### src/rtl/instr_encoder.sv
// instr_encoder: two-stage RV32I instruction packer with immediate range checking
// and a wrapping word-address counter.
`default_nettype none

module instr_encoder #(
  parameter logic [31:0] BASE_ADDR = 32'h0000_0000,
  parameter int          DEPTH     = 256
) (
  input  logic        clk,
  input  logic        rst_n,
  input  logic        in_valid,
  output logic        in_ready,
  input  logic [2:0]  fmt,
  input  logic [6:0]  opcode,
  input  logic [4:0]  rd,
  input  logic [4:0]  rs1,
  input  logic [4:0]  rs2,
  input  logic [2:0]  funct3,
  input  logic [6:0]  funct7,
  input  logic [31:0] imm,
  input  logic        addr_clear,
  output logic        out_valid,
  input  logic        out_ready,
  output logic [31:0] out_instr,
  output logic [31:0] out_addr,
  output logic        out_err
);

  localparam logic [31:0] LAST_ADDR = BASE_ADDR + 32'(4 * (DEPTH - 1));
  localparam logic signed [31:0] IS_MIN = -32'sd2048;
  localparam logic signed [31:0] IS_MAX = 32'sd2047;
  localparam logic signed [31:0] B_MIN  = -32'sd4096;
  localparam logic signed [31:0] B_MAX  = 32'sd4094;
  localparam logic signed [31:0] J_MIN  = -32'sd1048576;
  localparam logic signed [31:0] J_MAX  = 32'sd1048574;
  localparam logic [31:0] NOP = 32'h0000_0013;

  logic        s1_valid;
  logic [2:0]  s1_fmt;
  logic [6:0]  s1_opcode;
  logic [4:0]  s1_rd;
  logic [4:0]  s1_rs1;
  logic [4:0]  s1_rs2;
  logic [2:0]  s1_funct3;
  logic [6:0]  s1_funct7;
  logic [31:0] s1_imm;
  logic        s1_err;
  logic [31:0] addr_cnt;

  logic        range_err;
  logic [31:0] word;
  logic        s2_load;
  logic        accept;

  assign s2_load  = s1_valid && (!out_valid || out_ready);
  assign in_ready = !s1_valid || s2_load;
  assign accept   = in_valid && in_ready;

  // Illegal formats are flagged here so the error travels with the word.
  always_comb begin
    range_err = 1'b0;
    case (fmt)
      3'd0:       range_err = 1'b0;
      3'd1, 3'd2: range_err = ($signed(imm) < IS_MIN) || ($signed(imm) > IS_MAX);
      3'd3:       range_err = ($signed(imm) < B_MIN) || ($signed(imm) > B_MAX) || imm[0];
      3'd4:       range_err = |imm[11:0];
      3'd5:       range_err = ($signed(imm) < J_MIN) || ($signed(imm) > J_MAX) || imm[0];
      default:    range_err = 1'b1;
    endcase
  end

  always_comb begin
    word = NOP;
    case (s1_fmt)
      3'd0: word = {s1_funct7, s1_rs2, s1_rs1, s1_funct3, s1_rd, s1_opcode};
      3'd1: word = {s1_imm[11:0], s1_rs1, s1_funct3, s1_rd, s1_opcode};
      3'd2: word = {s1_imm[11:5], s1_rs2, s1_rs1, s1_funct3, s1_imm[4:0], s1_opcode};
      3'd3: word = {s1_imm[12], s1_imm[10:5], s1_rs2, s1_rs1, s1_funct3,
                    s1_imm[4:1], s1_imm[11], s1_opcode};
      3'd4: word = {s1_imm[31:12], s1_rd, s1_opcode};
      3'd5: word = {s1_imm[20], s1_imm[10:1], s1_imm[11], s1_imm[19:12],
                    s1_rd, s1_opcode};
      default: word = NOP;
    endcase
  end

  always_ff @(posedge clk or negedge rst_n) begin
    if (!rst_n) begin
      s1_valid  <= 1'b0;
      s1_fmt    <= 3'd0;
      s1_opcode <= 7'd0;
      s1_rd     <= 5'd0;
      s1_rs1    <= 5'd0;
      s1_rs2    <= 5'd0;
      s1_funct3 <= 3'd0;
      s1_funct7 <= 7'd0;
      s1_imm    <= 32'd0;
      s1_err    <= 1'b0;
    end else begin
      if (accept) begin
        s1_valid  <= 1'b1;
        s1_fmt    <= fmt;
        s1_opcode <= opcode;
        s1_rd     <= rd;
        s1_rs1    <= rs1;
        s1_rs2    <= rs2;
        s1_funct3 <= funct3;
        s1_funct7 <= funct7;
        s1_imm    <= imm;
        s1_err    <= range_err;
      end else if (s2_load) begin
        s1_valid <= 1'b0;
      end
    end
  end

  always_ff @(posedge clk or negedge rst_n) begin
    if (!rst_n) begin
      out_valid <= 1'b0;
      out_instr <= 32'd0;
      out_addr  <= BASE_ADDR;
      out_err   <= 1'b0;
    end else begin
      if (s2_load) begin
        out_valid <= 1'b1;
        out_instr <= word;
        out_addr  <= addr_cnt;
        out_err   <= s1_err;
      end else if (out_ready) begin
        out_valid <= 1'b0;
      end
    end
  end

  // A clear coinciding with a load still hands the old address to that word.
  always_ff @(posedge clk or negedge rst_n) begin
    if (!rst_n) begin
      addr_cnt <= BASE_ADDR;
    end else if (s2_load) begin
      if (addr_clear || addr_cnt == LAST_ADDR) begin
        addr_cnt <= BASE_ADDR;
      end else begin
        addr_cnt <= addr_cnt + 32'd4;
      end
    end else if (addr_clear) begin
      addr_cnt <= BASE_ADDR;
    end
  end

endmodule

`default_nettype wire

### config.mk
export PLATFORM = sky130hd
export DESIGN_NAME = instr_encoder
export DESIGN_NICKNAME = d
export VERILOG_FILES = /design/src/rtl/instr_encoder.sv
export SDC_FILE = /design/constraint.sdc
export NUM_CORES = 1
export LEC_CHECK = 0
export ABC_AREA = 1
export CAP_MARGIN = 10
export CORE_MARGIN = 2
export CORE_UTILIZATION = 35
export CTS_CLUSTER_SIZE = 10
export DETAILED_ROUTE_END_ITERATION = 7
export PLACE_DENSITY = 0.58
export SLEW_MARGIN = 25
export SYNTH_ARGS = -nofsm -noshare
export SYNTH_HDL_FRONTEND = slang
export SYNTH_SLANG_ARGS = --single-unit
### constraint.sdc
create_clock -name clk -period 3.35 [get_ports clk]
set_input_delay 0.67 -clock clk [delete_from_list [all_inputs] [get_ports clk]]
set_output_delay 0.67 -clock clk [all_outputs]
set_load 0.02 [all_outputs]
==> metrics.md <==
| Metric | Value |
|---|---|
| Finish-stage setup viols | 0 |
| Avg WL per Cell | 14.8 um |
| CP Cell Sequence | clkdlybuf4s50_1, inv_1, nand3_1, clkdlybuf4s50_1 |
| Post-Route WL | 20,900 um |
| Initial DRT Pass Iterations | 5 |
| DR DRC count | 0 |
| 1st-iter DRT viols | 414 |
| Async S/R FF share, synth | 100% |
| Largest area contributor in the netlist | dfrtp_1 |
| Largest net degree at the start of global routing | 102 |
| Final Hold Viols | 0 |
| Worst path max stage delay | 0.62 ns |
| Yosys warns | 0 |
| Syn Area/Cell | 7.82 um2 |
| Cells after Synth | 985 |
| DR vias/cell | 4.79 |
| Arr. time, crit path | 1.91 ns |
| Gr usage total | 18.7% |
| Number of global-route vias before repair | 6,804 |
| Post-CTS Resized | 0 |
| Worst hold slack | 0.241 ns |
| GRT overflow | 0 |
| Most frequent cells in the layout | nand2_1 (357), dfrtp_1 (163), clkdlybuf4s50_1 (135) |
| Share of cells above drive strength 1 | 5.51% |
| Clock H-tree levels | 4 |
| Post-route design area | 9920 um2 |
| Setup CP Type | in -> out |
| Finished Layout Cells | 1,405 |
| Bufs and invs on worst path | 3 |
| N_diodes | 0 |
| PnR Total Power | 5.40 mW |
| Synth top area share | 52.9% |
| CTS Buffer Depth | 2 |
| Flop2flop setup slack | 1.14 ns |
| Post-Syn Area | 7700 um2 |
| Status | finished clean |
| Clock period minus worst slack | 2.58 ns |
| Setup bufs post-CTS | 0 |
| Vias | 6,731 |
| Nets | 1,186 |
| Core area | 21,700 um2 |
| Final setup TNS | 0 ns |
| Unique masters post-synth | 35 |
| Max-cap violations | 0 |
| Placed cell count | 1,374 |
| Die ar. | 23,200 um2 |
| Sequential area share after synthesis | 52.9% |
| Remaining antenna violation count | 0 |
| # clock sinks | 163 |
| Seq cells post-synth | 163 |
| Worst hold path class | in -> async |
| Period utilisation layout | 77.0% |
| Initial Util | 35.5% |
| Global-route wire length before repair | 35,200 um |
| Fmax | 388 MHz |
| Number of synthesized flops with an enable pin | 0 |
| Top cell by count, worst path | clkdlybuf4s50_1 |
| R2R depth | 10 |
| Worst r2r src | addr_cnt[2]$_DFFE_PN0P_ |
| LEAKAGE | 4.57 nW |
| Top fanout value on the critical path | 3 |
| CP max-delay cell | clkdlybuf4s50_1 |
| Most common cell after layout, fill and taps aside | nand2_1 |
| Area added between synthesis and finish | 28.7% |
| RSZ-0062 raised after global routing | false |
| R2r endpoint | addr_cnt[18]$_DFFE_PN0P_ |
| Clk pin slew, worst setup/hold paths | 0.07 ns |
| Prevailing post-synth register cell | dfrtp_1 |
| CTS tree | done |
| Skew final | 0.00830 ns |
| Worst slew pin tran | 0.908 ns |
| Area after DPL | 9360 um2 |
| Die X | 152 um |
| Clock root cell | clkbuf_16 |
| Req. time, crit path | 2.68 ns |
| Die Ht | 152 um |
| DPL Wire Length | 15,400 um |
| Kind of start point of the critical path | primary input |
| # rows | 54 |
| Top Family by Delay on Critical Path | buffers and inverters |
| Worst setup EP type | output port |
| VDD IR max | 273 uV |
| Clk Latency, worst-skew pair | 0.43 ns |
| PD cells | 545 nW/um2 |
| Max-slew headroom | 39.5% |
| I/O pin count | 139 |
| Initial antenna violation count | 0 |
| Routability-driven placement congestion ratio | 0.920 |
| Hold_buf cts | 0 |
| Final slew viol count | 0 |
| IO buf count | 136 |
| TritonCTS Buffers | 17 |
| Area contributors post-synth | dfrtp_1 (53%), nand2_1 (17%), o21ai_0 (6.8%), inv_1 (4.3%), nor2_1 (3.4%) |
-- cell families (layout without fill, tap and decap cells) --
| kind of cell | Yosys count | after routing | share of synthesized area [%] |
|---|---|---|---|
| adders and majority gates | 1 | 1 | 0.162 |
| buffers and inverters | 132 | 271 | 6.69 |
| and+or+nand+nor | 522 | 522 | 28.1 |
| DFF | 163 | 163 | 52.9 |
| AOI/OAI and AO/OA | 157 | 157 | 11.0 |
| xor gates and xnor gates | 9 | 9 | 1.02 |
| other | 1 | 2 | 0.0487 |
-- metal layers --
| metal | track usage [%] | wire length (um) |
|---|---|---|
| met1 | 24.6 | 9520 |
| met2 | 31.9 | 10300 |
| met3 | 3.04 | 697 |
| met4 | 5.83 | 336 |
| met5 | 0 | 0 |
-- flip-flops by register name, indices dropped and copies added, names as in the netlist, 5 cells and up --
signal / flops
s1_opcode: 7
s1_funct7: 7
out_instr: 32
s1_imm: 32
addr_cnt: 30
s1_rd: 5
s1_rs2: 5
out_addr: 30
s1_rs1: 5
-- synth_stat cells, types with 2 or more instances --
master,count
nor2_4,4
a21oi_1,16
nor2_1,70
clkinv_1,2
nand2_4,2
nand2_1,359
buf_1,4
nor3_1,19
dfrtp_1,163
nand3_2,3
xor2_1,8
nand3_1,38
o22ai_1,15
nand4_1,19
a22oi_1,8
a22o_1,2
o21ai_1,6
buf_4,2
inv_2,6
o211ai_1,3
buf_2,4
inv_1,88
or2_2,2
clkbuf_1,25
o21ai_0,105
nand2_2,3
-- stage by stage --
step / worst slack (ns) / util, %
final: 0.771 / 45.7
after global routing: 0.728 / 45.7
after CTS: 0.761 / 45.7
after detailed placement: 0.762 / 43.2
after global placement: 0.763 / 43.2
after floorplan: 1.56 / -
-- layout make-up --
cell class              instances  area, um2
multi-input cells             691       3120
clock inverters                14        131
repair buffers                144       1450
well taps                     280        350
flip-flops and latches        163       4080
inverters                      96        360
fillers                      2216      11800
clock buffers                  17        425
-- worst max path at each step --
stage	startpoint	endpoint	slack, ns	cells after the start
3_5_place_dp	out_ready	in_ready	0.76	4
2_1_floorplan	out_ready	s1_imm[28]$_DFFE_PN0P_	1.56	7
5_1_grt	out_ready	in_ready	0.73	4
6_report	out_ready	in_ready	0.77	4
4_1_cts	out_ready	in_ready	0.76	4
3_3_place_gp	out_ready	in_ready	0.76	4
-- report_power, final --
group | internal, mW | switching [mW] | leakage, nW
Sequential | 2.22 | 0.166 | 2.11
Combinational | 0.469 | 0.669 | 2.20
Clock | 1.03 | 0.844 | 0.268
Note: power is estimated with default switching activity, not from simulation.
==> patch 1 (config.mk and constraints unchanged) <==
One comparison of `addr_cnt` changes from == to >=.
--- a/src/rtl/instr_encoder.sv
+++ b/src/rtl/instr_encoder.sv
@@ -139,3 +139,3 @@
     end else if (s2_load) begin
-      if (addr_clear || addr_cnt == LAST_ADDR) begin
+      if (addr_clear || addr_cnt >= LAST_ADDR) begin
         addr_cnt <= BASE_ADDR;
Function: same outputs for any inputs over 10 cycles, from zero or initial values and one cycle with rst_n low; that may be too few to reach the edited logic, so the function may still have changed.
==> patch 1 against the original RTL <==
  * Total power up 4.4%
  * Cell area is 6.6% lower
  * Die area down 8.7%
  * Synthesized area shrank 8.9%
  * Via count down 16%
  * Worst setup slack lost 20 ps
  * Routed wire length shrank 17%
  * Worst hold slack got worse by 31 ps
  * Sequential share of layout area is 2.9 points higher
  * Sequential cell count is the same
  * Non-clock buffer count decreased by 1
  * Critical endpoint unchanged
  * Highest routed layer unchanged
==> patch 1: results (changes against the original RTL) <==
Place
  – Hpwl dp: 12100 um (was 15400 um)
  – PortBufs: 136 (unchanged)
  – GPL Wtd Cong: 0.796 (was 0.920)

Worst setup path
  – Worst-path maximum fanout: 3 (unchanged)
  – Crit path largest cell delay: 630 ps
  – R2R setup slack: 1410 ps (was 1140 ps)
  – Capture point of the worst path: in_ready (unchanged)
  – CP max-delay cell: clkdlybuf4s50_1 (unchanged)
  – Worst R2R Start: s1_fmt[2]$_DFFE_PN0P_ (was addr_cnt[2]$_DFFE_PN0P_)
  – R2R Path End: out_instr[26]$_DFFE_PN0P_ (was addr_cnt[18]$_DFFE_PN0P_)
  – R2R cell count: 7 (was 10)
  – Worst Setup SP: out_ready (unchanged)
  – Critical Path AT: 1930 ps (was 1910 ps)

STA
  – Worst-Margin Slew: 720 ps (was 908 ps)
  – Clk_skew: 6.95 ps (was 8.30 ps)

Final layout
  – Number of diodes: 0 (unchanged)
  – Layout cells sized above 1: 0.0531 (was 0.0551)
  – Final nets: 1040 (was 1186)
  – Top flop regs: out_instr x32, s1_imm x32 (unchanged)
  – FILL cells: 1947 (was 2216)

Power and ir drop
  – Leakage dissipation: 4.41 nW (was 4.57 nW)
  – VDD IR max: 0.379 mV (was 0.273 mV)

Route
  – WL final: 17400 um (was 20900 um)
  – DRT Pass-1 Iters: 5 (unchanged)
  – DRT iter0 DRCs: 294 (was 414)
  – DR vias/cell: 4.56 (was 4.79)

CTS
  – CTS Buf Count: 17 (unchanged)
  – H-tree Lvls: 4 (unchanged)
  – Root buffer cell: clkbuf_16 (unchanged)
  – Clock latency on the worst-skew pair: 420 ps
  – # resized after CTS: 0 (unchanged)
  – CTS Buffer Depth: 2 (unchanged)
  – Post-CTS Setup Inserts: 0 (unchanged)
  – Clock slew at reported path FFs: 70 ps (about the same)

GRT
  – GRT Overall Usage: 0.172 (was 0.187)
  – First-pass GRT wire length: 29200 um (was 35200 um)
  – Initial antenna violation count: 0 (unchanged)
  – Largest net degree at the start of global routing: 101 (was 102)

Logic synthesis
  – Largest cells by area after synthesis: dfrtp_1 58%, nand2_1 16%, o21ai_0 6.2%, inv_1 4.8%, nor2_1 3.8% (was dfrtp_1 53%, nand2_1 17%, o21ai_0 6.8%, inv_1 4.3%, nor2_1 3.4%)
  – Asr flop ratio synth: 1.00 (unchanged)
  – Distinct cell type count after synthesis: 34 (was 35)
  – Warnings, synthesis: 0 (unchanged)
  – Seq/Total Area, Yosys: 0.582 (was 0.529)
  – Commonest cells post-synth: 293 x nand2_1, 163 x dfrtp_1, 90 x inv_1 (was 359 x nand2_1, 163 x dfrtp_1, 105 x o21ai_0)
  – Most used DFF post-synth: dfrtp_1 (unchanged)

Hold path
  – Worst Hold Class: primary input to asynchronous set/reset pin (unchanged)

Outcome
  – Outcome: completed (unchanged)
-- patch 1: cell types whose count changed in the layout (fill, tap and decap cells not counted), moves of 4 or more --
| cell | delta |
|---|---|
| nor3_1 | -15 |
| o22ai_1 | -7 |
| xor2_1 | -4 |
| nand4_1 | -9 |
| nand2_1 | -66 |
| a22oi_1 | -7 |
| o21ai_0 | -18 |
| nand3_1 | -8 |
-- patch 1: cell type report --
type	instances	share of cell area
Inverter	93	0.0377
Multi-Input combinational cell	548	0.260
Clock inverter	14	0.0227
Timing Repair Buffer	143	0.157
Sequential cell	163	0.440
Clock buffer	18	0.0463
Tap cell	265	0.0358
-- patch 1: logic make-up after synthesis --
group,share of synthesized area
AO/OA/AOI/OAI,0.0951
buffers and inverters,0.0769
flip-flops,0.582
other,0.000535
XOR/XNOR,0.00499
AND/OR/NAND/NOR,0.237
adder cells (fa/ha/maj),0.00357
-- patch 1: routing by layer --
layer | GRT usage | share of wire | vias to the layer above
li1 | - | - | 2877
met1 | 0.234 | 0.47 | 2643
met2 | 0.282 | 0.48 | 141
met3 | 0.0361 | 0.041 | 11
met4 | 0.0417 | 0.0071 | 0
met5 | 0 | 0 | -
-- patch 1: how the worst min path moves through the flow --
stage | cells past startpoint | from | slack, ps | to
finish | 1 | rst_n | 210 | out_addr[26]$_DFFE_PN0P_
global route | 1 | rst_n | 230 | out_addr[26]$_DFFE_PN0P_
CTS | 1 | rst_n | 210 | addr_cnt[14]$_DFFE_PN0P_
detailed placement | 2 | s1_imm[8]$_DFFE_PN0P_ | 470 | s1_imm[8]$_DFFE_PN0P_
global placement | 2 | out_instr[8]$_DFFE_PN0P_ | 460 | out_instr[8]$_DFFE_PN0P_
floorplan | 0 | rst_n | 370 | addr_cnt[10]$_DFFE_PN0P_
-- patch 1: metrics by stage --
| step | instance area [um^2] | hold WS (ps) | setup slack (ps) | std cells | total power [mW] |
|---|---|---|---|---|---|
| 6_report | 9260 | 210 | 751 | 1244 | 5.64 |
| 5_1_grt | 9260 | 230 | 737 | 1244 | 5.92 |
| 4_1_cts | 9260 | 213 | 756 | 1244 | 5.71 |
| 3_3_place_gp | 8620 | 463 | 768 | 1212 | 3.56 |
| 3_5_place_dp | 8620 | 466 | 756 | 1212 | 3.57 |
| 2_1_floorplan | 7020 | 374 | 1620 | 842 | 3.00 |
-- patch 1: worst max-delay path, delay by kind of cell --
kind | cells | cell delay [ps]
AND/OR/NAND/NOR | 1 | 130
buffers and inverters | 3 | 1130
-- patch 1: power by group --
part           switching [mW]  internal (mW)  total, mW  leakage (nW)
combinational           0.665          0.478       1.14          1.99
clock                   0.848           1.27       2.12         0.312
sequential              0.155           2.22       2.37          2.11
==> patch 2 (config.mk and constraints unchanged) <==
Made on the original files. Set the localparam `B_MAX` to 32'sd3070 (it was 32'sd4094).
--- a/src/rtl/instr_encoder.sv
+++ b/src/rtl/instr_encoder.sv
@@ -32,3 +32,3 @@
   localparam logic signed [31:0] B_MIN  = -32'sd4096;
-  localparam logic signed [31:0] B_MAX  = 32'sd4094;
+  localparam logic signed [31:0] B_MAX  = 32'sd3070;
   localparam logic signed [31:0] J_MIN  = -32'sd1048576;
Behaviour: not the same (a bounded check fails within 4 cycles, from zero or initial values and one cycle with rst_n low).
==> patch 2 against the original RTL <==
  * Total power rose by 5.3%
  * Worst setup slack worse by 21 ps
  * Routed wire length increased by 4.0%
  * Cell area is 2.5% higher
  * Sequential cell count is the same
  * Synthesized area is 2.4% higher
  * Critical path type unchanged
  * Maximum frequency shrank 0.79%
  * Worst hold slack gained 46 ps
==> patch 2: results (changes against the original RTL) <==
Logic synthesis
  – Largest cells by area after synthesis: dfrtp_1 52%, nand2_1 16%, o21ai_0 6.0%, inv_1 4.0%, nor2_1 3.0% (was dfrtp_1 53%, nand2_1 17%, o21ai_0 6.8%, inv_1 4.3%, nor2_1 3.4%)
  – Commonest cells post-synth: 346 x nand2_1, 163 x dfrtp_1, 95 x o21ai_0 (was 359 x nand2_1, 163 x dfrtp_1, 105 x o21ai_0)
  – Xor-xnor portion of the synthesized cell area: 0.0189 (was 0.0102)
  – Distinct cell type count after synthesis: 41 (was 35)
  – Seq/Total Area, Yosys: 0.517 (was 0.529)
  – Synth Area in Adders: 0.00159 (was 0.00162)

Outcome
  – Outcome: completed (unchanged)

GRT
  – First-pass GRT wire length: 35200 um (about the same)
  – GRT Overall Usage: 0.187 (about the same)
  – Vias in the first global route: 6763 (was 6804)
  – Largest net degree at the start of global routing: 105 (was 102)

Final layout
  – Clock-cell share: 0.0614 (was 0.0561)
  – FILL cells: 2178 (was 2216)
  – Multi-input combinational cell area: 0.00327 mm^2 (was 0.00312 mm^2)
  – Seq_cells: 163 (unchanged)
  – Comb_multi_in: 686 (was 691)
  – Buffering overhead: 0.145 (was 0.146)
  – Sequential share of cell area: 0.401 (was 0.411)
  – Clock Buffer Count: 18 (was 17)
  – Layout cells sized above 1: 0.0773 (was 0.0551)

Route
  – DRT iter0 DRCs: 411 (was 414)
  – DR vias/cell: 4.91 (was 4.79)
  – Wl on met1: 9930 um (was 9520 um)
  – Met2 Wirelength: 10500 um (was 10300 um)

STA
  – Clk_skew: 9.73 ps (was 8.30 ps)
  – Fmax: 385 MHz (was 388 MHz)
  – Relative max-transition margin: 0.384 (was 0.395)

Place
  – GPL Wtd Cong: 0.897 (was 0.920)
  – Hpwl dp: 15700 um (was 15400 um)
  – Pre-CTS setup slack: 750 ps (was 762 ps)

Power and ir drop
  – VDD IR max: 0.272 mV (was 0.273 mV)
  – Clock power share: 0.363 (was 0.347)
  – Cell Int Power: 3.93 mW (was 3.72 mW)
  – Leakage dissipation: 4.61 nW (was 4.57 nW)
  – Combinational share of power: 0.214 (was 0.211)
  – Clk. pwr: 2.07 mW (was 1.87 mW)

Worst setup path
  – R2R setup slack: 1280 ps (was 1140 ps)
  – Critical Path AT: 1930 ps (was 1910 ps)
[patch 2: how the worst min path moves through the flow]
stage | start | to | cells past startpoint
floorplan | rst_n | addr_cnt[10]$_DFFE_PN0P_ | 0
global placement | out_instr[8]$_DFFE_PN0P_ | out_instr[8]$_DFFE_PN0P_ | 2
detailed placement | s1_funct7[0]$_DFFE_PN0P_ | s1_funct7[0]$_DFFE_PN0P_ | 2
CTS | rst_n | out_addr[9]$_DFFE_PN0P_ | 1
global route | rst_n | out_addr[9]$_DFFE_PN0P_ | 1
finish | rst_n | out_addr[9]$_DFFE_PN0P_ | 1
[patch 2: per-stage QoR]
stage                     instance area (um^2)  hold WS, ps  instances   util
final                                    10200          287       1406  0.463
after global routing                     10200          332       1406  0.463
after CTS                                10200          336       1406  0.463
after detailed placement                  9540          465       1374  0.435
after global placement                    9540          461       1374  0.435
after floorplan                           7890          374        983      -
[patch 2: metal layers]
layer,vias up,global-route usage
met1,3255,0.248
met3,31,0.0293
met4,0,0.0623
li1,3432,-
met5,-,0
met2,183,0.312
